--- config.mk ---
export PLATFORM = sky130hd
export DESIGN_NAME = seg_led_scanner_flat
export DESIGN_NICKNAME = d
export VERILOG_FILES = /design/src/rtl/seg_led_scanner_pkg.sv /design/src/rtl/seg_led_scanner_if.sv /design/src/rtl/seg_led_scanner_seg7_decode.sv /design/src/rtl/seg_led_scanner.sv /design/src/flat_wrapper.sv
export SDC_FILE = /design/constraint.sdc
export NUM_CORES = 1
export LEC_CHECK = 0
export ABC_CLOCK_PERIOD_IN_PS = 4100
export CORE_UTILIZATION = 30
export CTS_CLUSTER_SIZE = 20
export DETAILED_ROUTE_END_ITERATION = 10
export SLEW_MARGIN = 20
export SYNTH_ARGS = -nofsm -noshare
export SYNTH_HDL_FRONTEND = slang
export SYNTH_SLANG_ARGS = --single-unit
--- constraint.sdc ---
create_clock -name sys_clk -period 4.1 [get_ports sys_clk]
set_clock_uncertainty 0.05 [all_clocks]
set_input_delay 0.82 -clock sys_clk [delete_from_list [all_inputs] [get_ports sys_clk]]
set_output_delay 0.82 -clock sys_clk [all_outputs]
set_load 0.01 [all_outputs]
--- src/rtl/seg_led_scanner_pkg.sv ---
// Shared constants for the seven-segment scanner: glyph table, segment bit positions,
// and the helper that applies output polarity.
package seg_led_scanner_pkg;

    localparam int unsigned SEG_A_BIT  = 0;
    localparam int unsigned SEG_B_BIT  = 1;
    localparam int unsigned SEG_C_BIT  = 2;
    localparam int unsigned SEG_D_BIT  = 3;
    localparam int unsigned SEG_E_BIT  = 4;
    localparam int unsigned SEG_F_BIT  = 5;
    localparam int unsigned SEG_G_BIT  = 6;
    localparam int unsigned SEG_DP_BIT = 7;

    // Glyphs are {g,f,e,d,c,b,a}, 1 = segment lit
    localparam logic [6:0] SEG_GLYPH_0 = 7'h3F;
    localparam logic [6:0] SEG_GLYPH_1 = 7'h06;
    localparam logic [6:0] SEG_GLYPH_2 = 7'h5B;
    localparam logic [6:0] SEG_GLYPH_3 = 7'h4F;
    localparam logic [6:0] SEG_GLYPH_4 = 7'h66;
    localparam logic [6:0] SEG_GLYPH_5 = 7'h6D;
    localparam logic [6:0] SEG_GLYPH_6 = 7'h7D;
    localparam logic [6:0] SEG_GLYPH_7 = 7'h07;
    localparam logic [6:0] SEG_GLYPH_8 = 7'h7F;
    localparam logic [6:0] SEG_GLYPH_9 = 7'h6F;
    localparam logic [6:0] SEG_GLYPH_A = 7'h77;
    localparam logic [6:0] SEG_GLYPH_B = 7'h7C;
    localparam logic [6:0] SEG_GLYPH_C = 7'h39;
    localparam logic [6:0] SEG_GLYPH_D = 7'h5E;
    localparam logic [6:0] SEG_GLYPH_E = 7'h79;
    localparam logic [6:0] SEG_GLYPH_F = 7'h71;

    localparam logic [7:0] SEG_OFF = 8'h00;

    function automatic logic [7:0] seg_apply_polarity(input logic [7:0] seg_lit, input logic act);
        return act ? seg_lit : ~seg_lit;
    endfunction

endpackage

--- src/rtl/seg_led_scanner_if.sv ---
// CPU-side write port of the scanner: data/mask write strobe plus commit status back.
interface seg_led_scanner_if #(
    parameter int unsigned DIGITS = 2
);
    logic                  wr_stb;
    logic [4*DIGITS-1:0]   wr_hex;
    logic [DIGITS-1:0]     wr_dp;
    logic [DIGITS-1:0]     wr_blank;
    logic                  busy;
    logic                  upd_done;

    modport master (
        output wr_stb, wr_hex, wr_dp, wr_blank,
        input  busy, upd_done
    );

    modport slave (
        input  wr_stb, wr_hex, wr_dp, wr_blank,
        output busy, upd_done
    );
endinterface

--- src/rtl/seg_led_scanner_seg7_decode.sv ---
// Combinational hex nibble to seven-segment glyph decoder (active-high segments).
module seg_led_scanner_seg7_decode
    import seg_led_scanner_pkg::*;
(
    input  logic [3:0] hex,
    output logic [6:0] glyph
);
    always_comb begin
        glyph = SEG_GLYPH_0;
        case (hex)
            4'h0: glyph = SEG_GLYPH_0;
            4'h1: glyph = SEG_GLYPH_1;
            4'h2: glyph = SEG_GLYPH_2;
            4'h3: glyph = SEG_GLYPH_3;
            4'h4: glyph = SEG_GLYPH_4;
            4'h5: glyph = SEG_GLYPH_5;
            4'h6: glyph = SEG_GLYPH_6;
            4'h7: glyph = SEG_GLYPH_7;
            4'h8: glyph = SEG_GLYPH_8;
            4'h9: glyph = SEG_GLYPH_9;
            4'hA: glyph = SEG_GLYPH_A;
            4'hB: glyph = SEG_GLYPH_B;
            4'hC: glyph = SEG_GLYPH_C;
            4'hD: glyph = SEG_GLYPH_D;
            4'hE: glyph = SEG_GLYPH_E;
            default: glyph = SEG_GLYPH_F;
        endcase
    end
endmodule

--- src/rtl/seg_led_scanner.sv ---
// Multiplexed N-digit seven-segment scanner with frame-aligned double buffering and dead-time.
// Optional brightness control is enabled by defining SEG_LED_DIMMING_EN.
module seg_led_scanner
    import seg_led_scanner_pkg::*;
#(
    parameter int unsigned DIGITS        = 2,
    parameter int unsigned OSC_CLOCK     = 24000000,
    parameter int unsigned REFRESH_CLOCK = 50,
    parameter int unsigned DEADTIME      = 4,
    parameter logic        ANODE_ACT     = 1'b0,
    parameter logic        SEG_ACT       = 1'b0
) (
    input  logic              sys_clk,
    input  logic              sys_res,
    seg_led_scanner_if.slave  bus,
`ifdef SEG_LED_DIMMING_EN
    input  logic [3:0]        bright,
`endif
    output logic              frame_tick,
    output logic [DIGITS-1:0] anode,
    output logic [7:0]        seg
);
    localparam int unsigned SLOT_LEN = OSC_CLOCK / (REFRESH_CLOCK * DIGITS);
    localparam int unsigned PW       = $clog2(SLOT_LEN);
    localparam int unsigned IW       = $clog2(DIGITS);

    logic [PW-1:0]       presc_q, presc_d;
    logic [IW-1:0]       idx_q, idx_d;
    logic [4*DIGITS-1:0] shadow_hex_q, disp_hex_q;
    logic [DIGITS-1:0]   shadow_dp_q, disp_dp_q;
    logic [DIGITS-1:0]   shadow_blank_q, disp_blank_q;
    logic                busy_q, upd_done_q;
    logic [DIGITS-1:0]   anode_q, anode_d;
    logic [7:0]          seg_q, seg_d;

    logic                slot_end, frame_end, commit;
    logic [3:0]          hex_sel;
    logic                dp_sel, blank_sel;
    logic [6:0]          glyph;
    logic                dim_ok, seg_on;

    assign slot_end  = (presc_q == PW'(SLOT_LEN - 1));
    assign frame_end = slot_end && (idx_q == IW'(DIGITS - 1));
    assign commit    = frame_end && busy_q;

    always_comb begin
        presc_d = presc_q + PW'(1);
        idx_d   = idx_q;
        if (slot_end) begin
            presc_d = '0;
            idx_d   = (idx_q == IW'(DIGITS - 1)) ? '0 : idx_q + IW'(1);
        end
    end

    always_comb begin
        hex_sel   = '0;
        dp_sel    = 1'b0;
        blank_sel = 1'b0;
        for (int i = 0; i < int'(DIGITS); i++) begin
            if (idx_q == IW'(i)) begin
                hex_sel   = disp_hex_q[4*i +: 4];
                dp_sel    = disp_dp_q[i];
                blank_sel = disp_blank_q[i];
            end
        end
    end

    seg_led_scanner_seg7_decode u_decode (
        .hex   (hex_sel),
        .glyph (glyph)
    );

`ifdef SEG_LED_DIMMING_EN
    localparam int unsigned ON_SPAN = SLOT_LEN - DEADTIME;
    logic [3:0]  bright_q;
    logic [31:0] dim_limit;

    // Unsigned wrap makes the dead-time region fail this test as well
    assign dim_limit = (ON_SPAN * (32'(bright_q) + 32'd1)) >> 4;
    assign dim_ok    = ((32'(presc_q) - DEADTIME) < dim_limit);
`else
    assign dim_ok = 1'b1;
`endif

    assign seg_on = (32'(presc_q) >= DEADTIME) && !blank_sel && dim_ok;

    always_comb begin
        seg_d = seg_apply_polarity(seg_on ? {dp_sel, glyph} : SEG_OFF, SEG_ACT);
        for (int i = 0; i < int'(DIGITS); i++) begin
            anode_d[i] = (idx_q == IW'(i)) ? ANODE_ACT : ~ANODE_ACT;
        end
    end

    always_ff @(posedge sys_clk) begin
        if (sys_res) begin
            presc_q        <= '0;
            idx_q          <= '0;
            shadow_hex_q   <= '0;
            shadow_dp_q    <= '0;
            shadow_blank_q <= '0;
            disp_hex_q     <= '0;
            disp_dp_q      <= '0;
            disp_blank_q   <= '0;
            busy_q         <= 1'b0;
            upd_done_q     <= 1'b0;
            anode_q        <= {DIGITS{~ANODE_ACT}};
            seg_q          <= {8{~SEG_ACT}};
`ifdef SEG_LED_DIMMING_EN
            bright_q       <= 4'hF;
`endif
        end else begin
            presc_q <= presc_d;
            idx_q   <= idx_d;
            // Commit reads the old shadow even when a write lands on the same cycle
            if (commit) begin
                disp_hex_q   <= shadow_hex_q;
                disp_dp_q    <= shadow_dp_q;
                disp_blank_q <= shadow_blank_q;
            end
            if (bus.wr_stb) begin
                shadow_hex_q   <= bus.wr_hex;
                shadow_dp_q    <= bus.wr_dp;
                shadow_blank_q <= bus.wr_blank;
            end
            busy_q     <= bus.wr_stb | (busy_q & ~commit);
            upd_done_q <= commit;
            anode_q    <= anode_d;
            seg_q      <= seg_d;
`ifdef SEG_LED_DIMMING_EN
            if (frame_end) begin
                bright_q <= bright;
            end
`endif
        end
    end

    assign frame_tick   = frame_end;
    assign anode        = anode_q;
    assign seg          = seg_q;
    assign bus.busy     = busy_q;
    assign bus.upd_done = upd_done_q;

endmodule

--- src/flat_wrapper.sv ---
// flat-port wrapper written by rule: the top's interface ports become plain ports
module seg_led_scanner_flat import seg_led_scanner_pkg::*;
#(
    parameter int unsigned DIGITS        = 2,
    parameter int unsigned OSC_CLOCK     = 24000000,
    parameter int unsigned REFRESH_CLOCK = 50,
    parameter int unsigned DEADTIME      = 4,
    parameter logic        ANODE_ACT     = 1'b0,
    parameter logic        SEG_ACT       = 1'b0
)
  (sys_clk, sys_res, frame_tick, anode, seg, bus_wr_stb, bus_wr_hex, bus_wr_dp, bus_wr_blank, bus_busy, bus_upd_done);
  seg_led_scanner_if #(.DIGITS(DIGITS)) bus_i ();
  input  logic sys_clk;
  input  logic sys_res;
  output logic frame_tick;
  output logic [DIGITS-1:0] anode;
  output logic [7:0] seg;
  input wire logic [$bits(bus_i.wr_stb)-1:0] bus_wr_stb;
  input wire logic [$bits(bus_i.wr_hex)-1:0] bus_wr_hex;
  input wire logic [$bits(bus_i.wr_dp)-1:0] bus_wr_dp;
  input wire logic [$bits(bus_i.wr_blank)-1:0] bus_wr_blank;
  output wire logic [$bits(bus_i.busy)-1:0] bus_busy;
  output wire logic [$bits(bus_i.upd_done)-1:0] bus_upd_done;
  assign bus_i.wr_stb = bus_wr_stb;
  assign bus_i.wr_hex = bus_wr_hex;
  assign bus_i.wr_dp = bus_wr_dp;
  assign bus_i.wr_blank = bus_wr_blank;
  assign bus_busy = bus_i.busy;
  assign bus_upd_done = bus_i.upd_done;
  seg_led_scanner #(.DIGITS(DIGITS), .OSC_CLOCK(OSC_CLOCK), .REFRESH_CLOCK(REFRESH_CLOCK), .DEADTIME(DEADTIME), .ANODE_ACT(ANODE_ACT), .SEG_ACT(SEG_ACT)) u_core (.sys_clk(sys_clk), .sys_res(sys_res), .bus(bus_i), .frame_tick(frame_tick), .anode(anode), .seg(seg));
endmodule
# --- After elaboration in Yosys (flattened, before gate mapping) ---
# Memory sizes are Yosys's and may differ from the RTL's.
# Cells that the tools add are included.
classes:
  mux: 7
  n_lt_le_gt_ge: 1
  n_addsub: 2
  n_eq_ne: 1
  reduce_logical: 5
  bitwise: 4
ops:
  columns: ["op", "count"]
  rows:
  - ["$add 18x1->18 const B", 1]
  - ["$eq 18x18->1 const B", 1]
  - ["$ge 18x3->1 const B", 1]
  - ["$mux 8", 1]
  - ["$not 8->8", 1]
  - ["$mux 1", 5]
  - ["$mux 4", 1]
  - ["$logic_and 1x1->1", 3]
  - ["$reduce_or 2->1", 1]
  - ["$add 1x1->1 const B", 1]
  - ["$and 1x1->1", 1]
  - ["$logic_not 1->1", 1]
  - ["$not 1->1", 1]
  - ["$or 1x1->1", 1]
word_totals:
  input_bits: 15
  out_inout_bits: 13
  mem_bits_ro: 112
  elab_cells: 33
  n_memories: 1
  ff_bits: 55
mem_list:
  columns: ["memory", "depth", "word_bits", "read_ports", "rd_ports_with_merged_regs", "wr", "line", "text"]
  rows:
  - ["(name not given)", 16, 7, 1, 0, 0, "seg_led_scanner_seg7_decode.sv:10", "case (hex)"]

# --- Depth between registers and ports, before layout ---
# Gate-level depths: netlist of the first run.
depth:
  ltp_word: 6
  ltp_mapped: 9
  ltp_nobuf: 6

# --- By module ---
# From an unflattened synthesis of the first run, not the netlist that was laid out.
unflattened:
  cells_unflattened: 274
  hier_area_um2: 2529.9
modules_own_cells:
  columns: ["mod", "n_inst", "seq_area_each_um2", "cells_per_inst", "area_per_inst_um2"]
  rows:
  - ["seg_led_scanner", 1, 1101.1, 241, 2242.2]
  - ["seg_led_scanner_seg7_decode", 1, 0.0, 33, 287.8]

# --- Worst setup path after synthesis of the first run ---
# OpenSTA, ideal clock, no wires.
synth_timing:
  path_kind: "reg2out"
  startpoint: "reg u_core.presc_q[0]"
  endpoint: "out frame_tick"
  n_path_buf: 2
  required_time_ps: 3230
  t_arrival_ps: 1452
  setup_slack_ps: 1778
  stages_incl_launch_ff: 7
  cell_sequence: "dfxtp_1 -> ha_1 -> and4_1 -> buf_2 -> nand4_1 -> clkbuf_1 -> nor2_1"
synth_between:
  elab_chain_len: 2
synth_lines:
  columns: ["item", "line", "text"]
  rows:
  - ["start: declaration", "seg_led_scanner.sv:27", "logic [PW-1:0] presc_q, presc_d;"]
  - ["start signal: assignment", "seg_led_scanner.sv:112", "presc_q <= presc_d;"]
  - ["$eq 18x18->1", "seg_led_scanner.sv:42", "assign slot_end = (presc_q == PW'(SLOT_LEN - 1));"]
  - ["$logic_and 1x1->1", "seg_led_scanner.sv:43", "assign frame_end = slot_end && (idx_q == IW'(DIGITS - 1));"]
  - ["end: declaration", "flat_wrapper.sv:15", "output logic frame_tick;"]
# No other way between the ends.

# --- Final worst setup path of the first run ---
# Same ends and word-level chain as after synthesis.

==> metrics.cfg, run 1 <==
[clock_network]
ctsHtreeMaxLevel = 2
cts_resized = 0
cts_num_sinks = 55
cts_buffers = 5
postCtsHoldBufs = 0
post_cts_buffers = 0
clkTransAtPathRegs_ns = 0.10
cts_tree = done
cts_root_buf = clkbuf_8
clock_latency_ns = 0.30
cts.path.max_buffers = 2

[setup_path]
path_max_fanout = 15
critPathCaptureType = primary output
critPathArrivalTime_ns = 2.59
required_ns = 3.23
path_class = flip-flop to primary output
startpoint_type = flip-flop

[drt]
wl_mm = 4.85
drtIter0Drc = 126
via_count = 1895
vias_per_cell = 4.93
drtPass1Iterations = 4
drt.antenna.violating_nets = 0
detail_route.wl_per_cell_um = 12.6
drc = 0

[synthesis]
yosysWarnings = 0
synth_top_area_cell = dfxtp_1
synth_cells = 263
synth_seq_cells = 55
synth_edf_count = 0
yosysMostFrequentCell = dfxtp_1
syn_nets = 286
yosys_most_used_dff = dfxtp_1
yosysSeqAreaShare_pct = 45.2
synth_commonest_cells = dfxtp_1, nor2_1, a21oi_1, nand4_1, mux2i_1
yosys-top-cells-area = dfxtp_1, mux2i_1, nor2_1
async_flop_share_pct = 0
syn-cell-area_mm2 = 0.00243
synth_top_area_share_pct = 45.2
avgSynthCellArea_um2 = 9.26
synth.distinct_cells = 42

[power_and_ir_drop]
cellInternalPower_uw = 701
netSwitchingFraction_pct = 23.3
power_density_mw_per_mm2 = 321
leakagePower_nw = 1.03
combPwrFrac_pct = 6.0
irDropWorstVdd_mv = 0.137
p_seq_share_pct = 60.9
clkPwrFrac_pct = 33.2
switchingPower_uw = 213

[sta]
fmax_ghz = 0.289
hold_viol_final = 0
slew-limit-headroom_pct = 38.5
rsz0062_at_grt = no
max_slew.worst_pin.slew_ns = 0.897
fin_tns_setup_ns = 0
finalCritPeriodShare_pct = 84.5
fin_ws_ns = 0.636
slew_viol_final = 0
period_needed_ns = 3.46
setup_viol = 0

[cells_and_area]
final_nets = 304
fillers = 826
area_growth_pct = 17.0
final_cell_count_no_fill = 384
layout-drive-gt1-share_pct = 8.16
antennaDiodeCount = 0
postLayoutCoreUtil_pct = 36.5

[grt]
grt_util_met2_pct = 18.0
met1_usage_pct = 17.8
grt-busiest-layer = met2
antenna_found_initial = 0
gr-usage-all-layers_pct = 12.5
grt_first_pass_wirelength_mm = 8.48
grt_max_degree = 32
grt_pass1_vias = 1744
use_met3_pct = 2.82
overflow = 0

[placement]
hpwlAfterDp_mm = 3.35
pre_cts_ws_ns = 0.974
gp_congestion = 0.827
placed_cells = 376
portBuffers = 27

[min_path]
hp-class = flip-flop to flip-flop

[floorplan]
start_util_pct = 31.2
fp-row-count = 32
fp.dieW_um = 92.1
die_h_um = 92.1
core_mm2 = 0.00781
ioPinCount = 28
dieArea_mm2 = 0.00848

[outcome]
status = finished, final reports clean

[run]
maxCapViolations = 0

## placed cells by master, fill, tap and decap left out, types with 2 or more instances in the layout
cell	synthesis	routed
a21oi_1	18	18
and3_1	2	2
and4_1	3	3
and4_2	2	2
clkbuf_8	0	5
clkdlybuf4s50_1	0	27
dfxtp_1	55	55
ha_1	8	8
inv_1	8	8
mux2_2	3	3
mux2i_1	17	17
nand2_1	9	9
nand2b_1	2	2
nand3_1	9	9
nand4_1	18	18
nor2_1	31	31
nor2b_1	2	2
nor3_1	4	4
nor4_1	4	4
o21ai_0	16	16
o221ai_1	4	4
o31ai_1	2	2
or2_2	2	2
xnor2_1	5	5
xor2_1	8	8
## through the flow
stage	hold slack, ns	instance area (um^2)	power, mW
CTS	0.430	2850	0.931
global route	0.441	2850	0.960
floorplan	0.391	2430	0.596
global placement	0.409	2760	0.622
detailed placement	0.415	2760	0.623
finish	0.426	2850	0.913
## flip-flops by register name, indices dropped and copies added, names as in the netlist
signal / cells
u_core.disp_dp_q: 2
u_core.anode: 2
u_core.bus.upd_done: 1
u_core.shadow_hex_q: 8
u_core.presc_q: 18
u_core.disp_hex_q: 8
u_core.disp_blank_q: 2
u_core.shadow_blank_q: 2
u_core.idx_q: 1
u_core.bus.busy: 1
u_core.shadow_dp_q: 2
u_core.seg: 8
## kinds of logic after synthesis
kind of cell               count (synthesis)  share of synthesized area [%]
adders and majority gates                  8                           4.11
xor gates and xnor gates                  13                           4.68
DFF                                       55                           45.2
AOI/OAI and AO/OA                         45                           10.8
and+or+nand+nor                           96                           21.2
buffers and inverters                     25                           4.68
muxes                                     21                           9.30
## layout make-up
cell class | count | area, um^2 | area share (%)
tap | 102 | 128 | 4.48
clock inverter | 3 | 22.5 | 0.791
multi-input combinational | 183 | 1220 | 42.8
sequential | 55 | 1100 | 38.7
inverter | 8 | 30.0 | 1.05
clock buffer | 5 | 68.8 | 2.42
timing repair buffer | 28 | 278 | 9.75
## routing by layer
layer / share of wire, % / up-vias
li1: - / 974
met1: 52 / 876
met2: 44 / 41
met3: 2.9 / 4
met4: 1.2 / 0
met5: 0 / -
## path summary, 6_finish.rpt
check	depth (start not counted)	slack [ns]	start	endpoint
setup / recovery	5	0.64	u_core.presc_q[0]	frame_tick
setup reg to reg	5	1.66	u_core.presc_q[0]	u_core.presc_q[0]
hold / removal	2	0.43	u_core.disp_hex_q[5]	u_core.disp_hex_q[5]
hold reg to reg	2	0.43	u_core.disp_hex_q[5]	u_core.disp_hex_q[5]
## power by group through the flow
stage | logic (mW) | clock network, mW | registers (mW)
6_report | 0.0544 | 0.303 | 0.556
3_3_place_gp | 0.0541 | 0 | 0.568
5_1_grt | 0.0612 | 0.340 | 0.558
2_1_floorplan | 0.0290 | 0 | 0.567
4_1_cts | 0.0552 | 0.320 | 0.556
3_5_place_dp | 0.0551 | 0 | 0.568
## critical path, cell delays in order (launching register included)
cell             delay (ns)
dfxtp_1                0.42
ha_1                   0.23
and4_1                 0.36
nand4_1                0.49
nor2_1                 0.24
clkdlybuf4s50_1        0.56
(Power assumes the default switching activity.)
==> run 2: changes to the inputs <==
ABC_CLOCK_PERIOD_IN_PS = 3310   (was 4100)
clock period = 3.31 ns   (was 4.1 ns; I/O delays follow)
==> run 2 against run 1 <==
  * Global-route usage is 0.077 points higher
  * Die area stayed put
  * Design area is 0.79% higher
  * Setup slack worse by 0.36 ns
  * Routed wire length is 1.0% lower
  * Critical path depth is 1 higher
  * Register-to-register slack worse by 0.76 ns
  * Hold slack better by 0.0061 ns
  * Core utilization is 0.29 points higher
  * First-iteration DRC count is 48% lower
  * Critical endpoint unchanged
  * Largest power group unchanged
==> metrics.cfg, run 2 (synthesis gave the netlist of run 1 again) <==
[placement]
hpwlAfterDp_mm = 3.35
post_dp_cell_area_mm2 = 0.00278
gp_congestion = 0.812
portBuffers = 27

[power_and_ir_drop]
leakagePower_nw = 1.04
power_density_mw_per_mm2 = 396
irDropWorstVdd_mv = 0.153

[min_path]
hp-class = flip-flop to flip-flop
worst_hold_path.num_cells = 2

[clock_network]
cts_root_buf = clkbuf_8
post_cts_buffers = 0
cts_resized = 0
cts_buffers = 5
cts_num_sinks = 55
cts.path.max_buffers = 2
postCtsHoldBufs = 0
ctsHtreeMaxLevel = 2
cts_tree = done
clkTransAtPathRegs_ns = 0.10
clock_latency_ns = 0.31

[sta]
slew_viol_final = 0
max_slew.worst_pin.slew_ns = 0.728
hold_viol_final = 0
period_needed_ns = 3.03
setup_viol = 0
fin_tns_setup_ns = 0
rsz0062_at_grt = no
slew-limit-headroom_pct = 51.3
fmax_ghz = 0.330
finalCritPeriodShare_pct = 91.6

[setup_path]
critPathCaptureType = primary output
startpoint_type = flip-flop
critPathArrivalTime_ns = 2.32
r2r_cells = 5
required_ns = 2.60
path_class = flip-flop to primary output
path_max_fanout = 15

[floorplan]
die_h_um = 92.1
dieArea_mm2 = 0.00848
fp-row-count = 32
fp.dieW_um = 92.1
start_util_pct = 31.2
ioPinCount = 28
core_mm2 = 0.00781

[cells_and_area]
postLayoutCoreUtil_pct = 36.8
layout_commonest_cell = dfxtp_1
largest_reg_flops = 18
area_growth_pct = 17.9
layout_common_cells = dfxtp_1, nor2_1, clkdlybuf4s50_1
layout-drive-gt1-share_pct = 9.12
regArea_mm2 = 0.00110
antennaDiodeCount = 0
multi_input_area_mm2 = 0.00122
final_nets = 307
fillers = 816
largest_register = u_core.presc_q
fin_area_mm2 = 0.00287

[drt]
drc = 0
wl_mm = 4.80
detail_route.wl_per_cell_um = 12.4
vias_per_cell = 4.92
drt.antenna.violating_nets = 0
via_count = 1903
drtIter0Drc = 65
drtPass1Iterations = 4

[grt]
gr-usage-all-layers_pct = 12.6
grt_first_pass_wirelength_mm = 8.63
overflow = 0
grt_pass1_vias = 1839
antenna_found_initial = 0
grt_max_degree = 31

[outcome]
status = finished, final reports clean

[run]
maxCapViolations = 0

[run 2: layer usage]
metal | routed length [um] | global-route usage, % | up-vias | share of wire [%]
li1 | - | - | 974 | -
met1 | 2500 | 17.0 | 898 | 52
met2 | 2110 | 19.9 | 26 | 44
met3 | 125 | 2.49 | 5 | 2.6
met4 | 76 | 4.30 | 0 | 1.6
met5 | 0 | 0 | - | 0
[run 2: worst paths after layout]
kind	from	endpoint	slack [ns]
max	u_core.presc_q[0]	frame_tick	0.28
min	u_core.disp_dp_q[0]	u_core.disp_dp_q[0]	0.43
max reg2reg	u_core.presc_q[0]	u_core.presc_q[3]	0.90
min reg2reg	u_core.disp_dp_q[0]	u_core.disp_dp_q[0]	0.43
[run 2: report_power, final]
part	switching (mW)	internal [mW]
Clock	0.228	0.154
Sequential	0.0101	0.678
Combinational	0.0293	0.0381
Total	0.267	0.869
[run 2: stage by stage]
stage	std cells	hold slack (ns)	setup WS [ns]	power (mW)
6_report	387	0.432	0.279	1.14
5_1_grt	387	0.454	0.0955	1.19
4_1_cts	387	0.430	0.250	1.16
3_5_place_dp	379	0.416	0.602	0.772
3_3_place_gp	379	0.409	0.662	0.770
2_1_floorplan	263	0.391	1.15	0.739
[run 2: cell type report]
cell class	count	share of cell area [%]
multi-input combinational	183	42.5
sequential	55	38.4
timing repair buffer	31	10.5
tap	102	4.45
clock buffer	5	2.40
inverter	8	1.05
clock inverter	3	0.785
[run 2: critical path, cell delays in order (launching register included)]
cell	delay [ns]
dfxtp_1	0.40
ha_1	0.23
and4_1	0.37
nand4_1	0.12
buf_4	0.20
nor2_1	0.14
clkdlybuf4s50_1	0.55
==> run 3: changes to the inputs <==
CORE_MARGIN = 2   (was default)
CTS_BUF_LIST = sky130_fd_sc_hd__clkbuf_4 sky130_fd_sc_hd__clkbuf_8   (was default)
RECOVER_POWER = 25   (was default)
==> run 3 against run 2 <==
  * Design area about the same
  * Hold slack improved by 0.0049 ns
  * Sequential power about the same
  * Critical endpoint unchanged
==> metrics.cfg, run 3 (synthesis gave the netlist of run 1 again) <==
[outcome]
status = finished, final reports clean

[power_and_ir_drop]
irDropWorstVdd_mv = 0.208
combPwrFrac_pct = 5.9
p_seq_share_pct = 60.8
switchingPower_uw = 257
cellInternalPower_uw = 876
power_density_mw_per_mm2 = 395
netSwitchingFraction_pct = 22.7
clkPwrFrac_pct = 33.4
leakagePower_nw = 1.03

[sta]
slew_viol_final = 0
hold_viol_final = 0
fin_tns_setup_ns = 0
fmax_ghz = 0.329
period_needed_ns = 3.04
setup_viol = 0
max_slew.worst_pin.slew_ns = 1.27
rsz0062_at_grt = no
slew-limit-headroom_pct = 15.4
finalCritPeriodShare_pct = 91.9

[setup_path]
path_max_fanout = 15
r2r-end = u_core.presc_q[2]
slowest_delay_ns = 0.55
path_class = flip-flop to primary output
required_ns = 2.60
worst-path-buf-inv = 2
timing.rr.start = u_core.presc_q[0]
critical_path_depth = 6
slowest_stage = clkdlybuf4s50_1
crit_start = u_core.presc_q[0]
startpoint_type = flip-flop
r2r_cells = 5
r2r_slack_ns = 0.89
critPathCaptureType = primary output
critPathArrivalTime_ns = 2.33
setup.worst_path.end = frame_tick
path_cells = ha_1, and4_1, nand4_1, buf_4, nor2_1, clkdlybuf4s50_1
crit_family = buffers and inverters

[clock_network]
postCtsHoldBufs = 0
cts_num_sinks = 55
clkTransAtPathRegs_ns = 0.09
post_cts_buffers = 0
cts_tree = done
clock_latency_ns = 0.31
cts_buffers = 5
cts_resized = 0
cts.path.max_buffers = 2
ctsHtreeMaxLevel = 2
cts_root_buf = clkbuf_8

[cells_and_area]
layout_commonest_cell = dfxtp_1
antennaDiodeCount = 0
largest_reg_flops = 18
area_growth_pct = 17.8
largest_register = u_core.presc_q
final_nets = 307
layout-drive-gt1-share_pct = 8.77
layout_common_cells = dfxtp_1, nor2_1, clkdlybuf4s50_1
postLayoutCoreUtil_pct = 36.7
fillers = 795

[grt]
overflow = 0
grt_pass1_vias = 1815
grt_first_pass_wirelength_mm = 8.53
antenna_found_initial = 0
grt_max_degree = 31
gr-usage-all-layers_pct = 11.9

[floorplan]
start_util_pct = 31.2
die_h_um = 94.1
core_mm2 = 0.00781
ioPinCount = 28
fp-row-count = 32
fp.dieW_um = 94.1
dieArea_mm2 = 0.00885

[placement]
hpwlAfterDp_mm = 3.40
gp_congestion = 0.810
portBuffers = 27

[drt]
wl_mm = 4.82
drtIter0Drc = 105
detail_route.wl_per_cell_um = 12.5
drt.antenna.violating_nets = 0
drc = 0
via_count = 1865
vias_per_cell = 4.82
drtPass1Iterations = 4

[run]
maxCapViolations = 0

[min_path]
hp-class = flip-flop to flip-flop

[run 3: worst min-delay path, stage by stage, from the launching register on]
cell	delay (ns)
dfxtp_1	0.32
o21ai_0	0.07
a21oi_1	0.06
[run 3: power groups by stage]
stage | combinational (mW) | sequential, mW | clock (mW)
after CTS | 0.0682 | 0.688 | 0.394
final | 0.0666 | 0.688 | 0.378
after floorplan | 0.0359 | 0.703 | 0
after global routing | 0.0756 | 0.691 | 0.422
after global placement | 0.0673 | 0.703 | 0
after detailed placement | 0.0681 | 0.703 | 0
[run 3: per-layer routing]
metal	GRT usage, %	wire length (um)	vias to the layer above
met3	2.81	208	2
met5	0	0	-
li1	-	-	972
met2	18.5	2100	41
met1	16.2	2470	850
met4	3.99	41	0
[run 3: through the flow]
step | power, mW | worst slack [ns] | instances | cell area [um^2] | hold slack [ns]
floorplan | 0.739 | 1.15 | 263 | 2430 | 0.391
global placement | 0.770 | 0.657 | 379 | 2780 | 0.408
detailed placement | 0.772 | 0.605 | 379 | 2780 | 0.420
CTS | 1.15 | 0.250 | 387 | 2870 | 0.437
global route | 1.19 | 0.116 | 387 | 2870 | 0.459
finish | 1.13 | 0.269 | 387 | 2870 | 0.437
[run 3: final cells by class]
type	instances	area (um^2)	area share, %
inverter	8	30.0	1.05
multi-input combinational	183	1220	42.5
sequential	55	1100	38.4
tap	102	128	4.45
clock buffer	6	76.3	2.66
timing repair buffer	31	297	10.3
clock inverter	2	16.3	0.567
[run 3: worst min path at each step]
stage	startpoint	to	slack [ns]	cells past startpoint
final	u_core.disp_blank_q[1]	u_core.disp_blank_q[1]	0.44	2
after global routing	u_core.shadow_dp_q[0]	u_core.disp_dp_q[0]	0.46	2
after CTS	u_core.disp_blank_q[0]	u_core.disp_blank_q[0]	0.44	2
after detailed placement	u_core.shadow_hex_q[7]	u_core.disp_hex_q[7]	0.42	2
after global placement	u_core.presc_q[0]	u_core.presc_q[0]	0.41	1
after floorplan	u_core.presc_q[0]	u_core.presc_q[0]	0.39	1
